`config.mk`:
```
export PLATFORM = sky130hd
export DESIGN_NAME = neuron_update_seq
export DESIGN_NICKNAME = d
export VERILOG_FILES = /design/src/rtl/neuron_update_seq.sv
export SDC_FILE = /design/constraint.sdc
export NUM_CORES = 1
export LEC_CHECK = 0
export CAP_MARGIN = 20
export CORE_MARGIN = 2
export CORE_UTILIZATION = 35
export DETAILED_ROUTE_END_ITERATION = 6
export SLEW_MARGIN = 5
export SYNTH_ARGS = -nofsm -noshare
export SYNTH_HDL_FRONTEND = slang
export SYNTH_SLANG_ARGS = --single-unit
```
`constraint.sdc`:
```
create_clock -name clk -period 6.6 [get_ports clk]
set_input_delay 1.32 -clock clk [delete_from_list [all_inputs] [get_ports clk]]
set_output_delay 1.32 -clock clk [all_outputs]
set_load 0.1 [all_outputs]
```
`src/rtl/neuron_update_seq.sv`:
```
// neuron_update_seq: sequential leaky integrate-and-fire update of one neuron potential
//   clk, rst              : clock, asynchronous active-high reset
//   start, stored_v       : begin an update from the stored potential
//   in_valid, in_weight,
//   in_ready              : weight stream, N_INPUTS handshakes per update
//   upd_q, upd_set        : new potential and one-cycle load strobe to the storage register
//   spike                 : fire pulse, coincident with upd_set
//   busy                  : update in progress
module neuron_update_seq #(
    parameter int WIDTH      = 21,
    parameter int N_INPUTS   = 4,
    parameter int LEAK_SHIFT = 4,
    parameter int THRESHOLD  = 7680
) (
    input  logic                    clk,
    input  logic                    rst,
    input  logic                    start,
    input  logic signed [WIDTH-1:0] stored_v,
    input  logic                    in_valid,
    input  logic signed [WIDTH-1:0] in_weight,
    output logic                    in_ready,
    output logic signed [WIDTH-1:0] upd_q,
    output logic                    upd_set,
    output logic                    spike,
    output logic                    busy
);
    localparam logic [1:0] IDLE  = 2'd0;
    localparam logic [1:0] ACCUM = 2'd1;
    localparam logic [1:0] LEAK  = 2'd2;
    localparam logic [1:0] WRITE = 2'd3;
    localparam int CW = $clog2(N_INPUTS + 1);
    localparam logic signed [WIDTH:0]   MAXV = {2'b00, {(WIDTH-1){1'b1}}};
    localparam logic signed [WIDTH:0]   MINV = {2'b11, {(WIDTH-1){1'b0}}};
    localparam logic signed [WIDTH-1:0] THR  = WIDTH'(THRESHOLD);
    localparam logic [CW-1:0]           LAST = CW'(N_INPUTS - 1);

    logic [1:0]              state;
    logic signed [WIDTH-1:0] acc;
    logic [CW-1:0]           count;
    logic signed [WIDTH:0]   sum_w;
    logic signed [WIDTH:0]   sum_l;
    logic                    fire;

    // Sums carry one guard bit so overflow is visible before clamping.
    function automatic logic signed [WIDTH-1:0] sat(input logic signed [WIDTH:0] x);
        return x > MAXV ? MAXV[WIDTH-1:0] : x < MINV ? MINV[WIDTH-1:0] : x[WIDTH-1:0];
    endfunction

    always_comb begin
        sum_w = $signed({acc[WIDTH-1], acc}) + $signed({in_weight[WIDTH-1], in_weight});
        sum_l = $signed({acc[WIDTH-1], acc}) - $signed({acc[WIDTH-1], acc >>> LEAK_SHIFT});
        fire  = acc >= THR;
    end

    assign in_ready = state == ACCUM;
    assign busy     = state != IDLE;

    // Result registers load on the edge leaving WRITE, so upd_set lands two
    // edges after the last accepted weight and drops on the next edge.
    always_ff @(posedge clk or posedge rst) begin
        if (rst) begin
            state   <= IDLE;
            acc     <= '0;
            count   <= '0;
            upd_q   <= '0;
            upd_set <= 1'b0;
            spike   <= 1'b0;
        end else begin
            upd_set <= 1'b0;
            spike   <= 1'b0;
            case (state)
                IDLE: if (start) begin
                    acc   <= stored_v;
                    count <= '0;
                    state <= ACCUM;
                end
                ACCUM: if (in_valid) begin
                    acc   <= sat(sum_w);
                    count <= count + 1'b1;
                    state <= count == LAST ? LEAK : ACCUM;
                end
                LEAK: begin
                    acc   <= sat(sum_l);
                    state <= WRITE;
                end
                default: begin
                    upd_set <= 1'b1;
                    spike   <= fire;
                    upd_q   <= fire ? '0 : acc;
                    state   <= IDLE;
                end
            endcase
        end
    end
endmodule

```
==> flow_summary.json <==
{
  "status": "finished clean",
  "grt_max_degree": 50,
  "area_growth_pct": 19.51,
  "port_buffers": 70,
  "cp.arrival_ns": 4.89,
  "cts_buffers": 5,
  "maxSlewHeadroom_pct": 34.79,
  "ys_seq_elements": 49,
  "drt-total-wl_um": 14020,
  "ant_nets": 0,
  "crit_required_ns": 6.79,
  "grtUsageTotal_pct": 19.47,
  "die_area_um2": 14760,
  "cts.sink_count": 49,
  "crit_type": "input pin to register",
  "rsz0062_at_grt": "false",
  "cts_tree": "built",
  "ys_warn_count": 0,
  "hold_viol": 0,
  "clockRootBuffer": "clkbuf_16",
  "grt-ovfl-total": 0,
  "antenna_cells": 0,
  "ys_seq_area_share_pct": 25.39,
  "post_cts_buffers": 0,
  "synth_cell_types": 71,
  "first_pass_iters": 5,
  "startpoint_type": "input pin",
  "clock_skew_ns": 0.008538,
  "die_width_um": 121.5,
  "synth_edf_count": 0,
  "grt_pass1_wl_um": 22870,
  "slew_viol_final": 0,
  "rr_worst_depth": 11,
  "worstMarginPinSlew_ns": 0.9751,
  "rows": 42,
  "holdPathStages": 2,
  "min_to": "count[2]",
  "cp-end-kind": "register",
  "antenna_found_initial": 0,
  "core_um2": 13350,
  "finalSetupViolations": 0,
  "fmax_mhz": 212.9,
  "drv_cap": 0,
  "die_height_um": 121.5,
  "cts.htree.levels": 2,
  "fin_crit_sh_pct": 71.18,
  "drt_iter0_drc": 213,
  "crit_path_max_fanout": 17,
  "hp-start": "count[2]",
  "finalNetCount": 732,
  "netlist_instances": 582,
  "start_util_pct": 36.18,
  "synth_nets": 678,
  "ctsLongestPathBuffers": 2,
  "clk_latency_ns": 0.29,
  "gp_congestion": 0.9156,
  "syn_avg_cell_area_um2": 8.298,
  "drcViolationCount": 0,
  "grt_pass1_vias": 4419,
  "cts_resized": 0,
  "syn_area_um2": 4830,
  "drive_above_1_share_pct": 7.064,
  "r2r_slack_ns": 2.98,
  "holdBufCountCts": 0,
  "vias_per_cell": 5.458,
  "wl_per_cell_um": 17.24,
  "setup_tns_ns": 0,
  "r2r-start": "acc[4]",
  "vias": 4437,
  "clkTransAtPathRegs_ns": 0.07,
  "period_needed_ns": 4.698,
  "dpl.hpwl_um": 11030,
  "synth_ff_type": "dfrtp_1",
  "hold_class": "register to register",
  "regToRegEndpoint": "acc[7]",
  "ios": 71,
  "ys_async_sr_fraction_pct": 100.0
}
[layout by cell type, fill, tap and decap left out, types with 6 or more instances in the layout]
| cell | Yosys | final |
|---|---|---|
| inv_1 | 55 | 54 |
| a221oi_2 | 8 | 8 |
| nor2_1 | 60 | 60 |
| a221oi_1 | 6 | 6 |
| a31oi_1 | 6 | 6 |
| dfrtp_1 | 49 | 49 |
| a22oi_1 | 9 | 9 |
| a21o_1 | 14 | 14 |
| nand2_1 | 53 | 53 |
| o21ai_0 | 33 | 33 |
| a21oi_1 | 41 | 41 |
| clkdlybuf4s50_1 | 0 | 70 |
| o22ai_1 | 19 | 19 |
| xor2_1 | 10 | 10 |
| nand3_1 | 16 | 16 |
| xnor2_1 | 24 | 24 |
| o21a_1 | 11 | 11 |
| a22oi_2 | 6 | 6 |
| nand4_1 | 7 | 7 |
| ha_1 | 48 | 48 |
[stage by stage]
step	std cells	setup slack (ns)	hold WS, ns	util (%)	instance area (um^2)
final	813	1.902	0.4942	43.24	5772
after global routing	813	1.628	0.5342	43.24	5772
after CTS	812	1.913	0.4939	43.09	5752
after detailed placement	804	1.624	0.4800	41.99	5605
after global placement	804	1.819	0.4649	41.99	5605
after floorplan	582	2.885	0.4498	-	4830
[critical path: stages]
cell and delay (ns):
clkdlybuf4s50_1 0.46, ha_1 0.19, inv_1 0.06, fa_1 0.40, nor2b_1 0.27, o31ai_4 0.12
o21ai_1 0.23, a2111oi_2 0.13, a311oi_4 0.42, o21a_1 0.74, a22oi_1 0.23, a221oi_2 0.31
[layer usage]
metal  track usage, %  part of all wire, %  routed length [um]
met5                0                    0                   0
met3            2.021                  3.2                 446
met1            25.72                   46                6430
met4            4.741                  2.2                 313
met2            34.02                   49                6826
[state kept, by name, summed over array words and instances, names as in the netlist]
signal,count
acc,21
count,3
spike,1
state,2
upd_q,21
upd_set,1
[logic make-up after synthesis]
kind of cell | after synthesis | synth area share, %
multiplexers | 1 | 0.2073
flip-flops | 49 | 25.39
adder cells (fa/ha/maj) | 51 | 13.47
AO/OA/AOI/OAI | 203 | 31.79
buffers and inverters | 82 | 7.746
AND/OR/NAND/NOR | 162 | 15.23
XOR/XNOR | 34 | 6.166
[synthesized netlist by cell type, types with 7 or more instances]
cell type	count	area, um^2
a22oi_1	9	67.56
a21o_1	14	105.1
buf_2	8	40.04
o21a_1	11	82.58
nor2_1	60	225.2
a221oi_2	8	120.1
ha_1	48	600.6
clkbuf_1	12	45.04
o22ai_1	19	118.9
nand4_1	7	43.79
nand2_1	53	198.9
xor2_1	10	87.58
a21oi_1	41	205.2
nand3_1	16	80.08
inv_1	55	206.5
dfrtp_1	49	1226
xnor2_1	24	210.2
o21ai_0	33	165.2
[how the worst max path moves through the flow]
| stage | from | to | slack (ns) | depth (start not counted) |
|---|---|---|---|---|
| after global placement | in_weight[0] | acc[7] | 1.82 | 12 |
| after CTS | in_weight[0] | acc[10] | 1.91 | 12 |
| after detailed placement | in_weight[0] | acc[10] | 1.62 | 12 |
| after global routing | in_weight[0] | acc[7] | 1.63 | 12 |
| final | in_weight[0] | acc[7] | 1.90 | 12 |
| after floorplan | in_weight[0] | acc[3] | 2.89 | 13 |
[cell type report]
cell class                      instances  area [um^2]
Multi-Input combinational cell        451         3229
Fill cell                            1363         7576
Clock buffer                            5        125.1
Sequential cell                        49         1226
Inverter                               55        206.4
Tap cell                              176        220.2
Timing Repair Buffer                   74        743.2
Clock inverter                          3        21.27
Power is not shown: default switching activity piles up to over one toggle a cycle in this logic, so the estimate is an artifact.
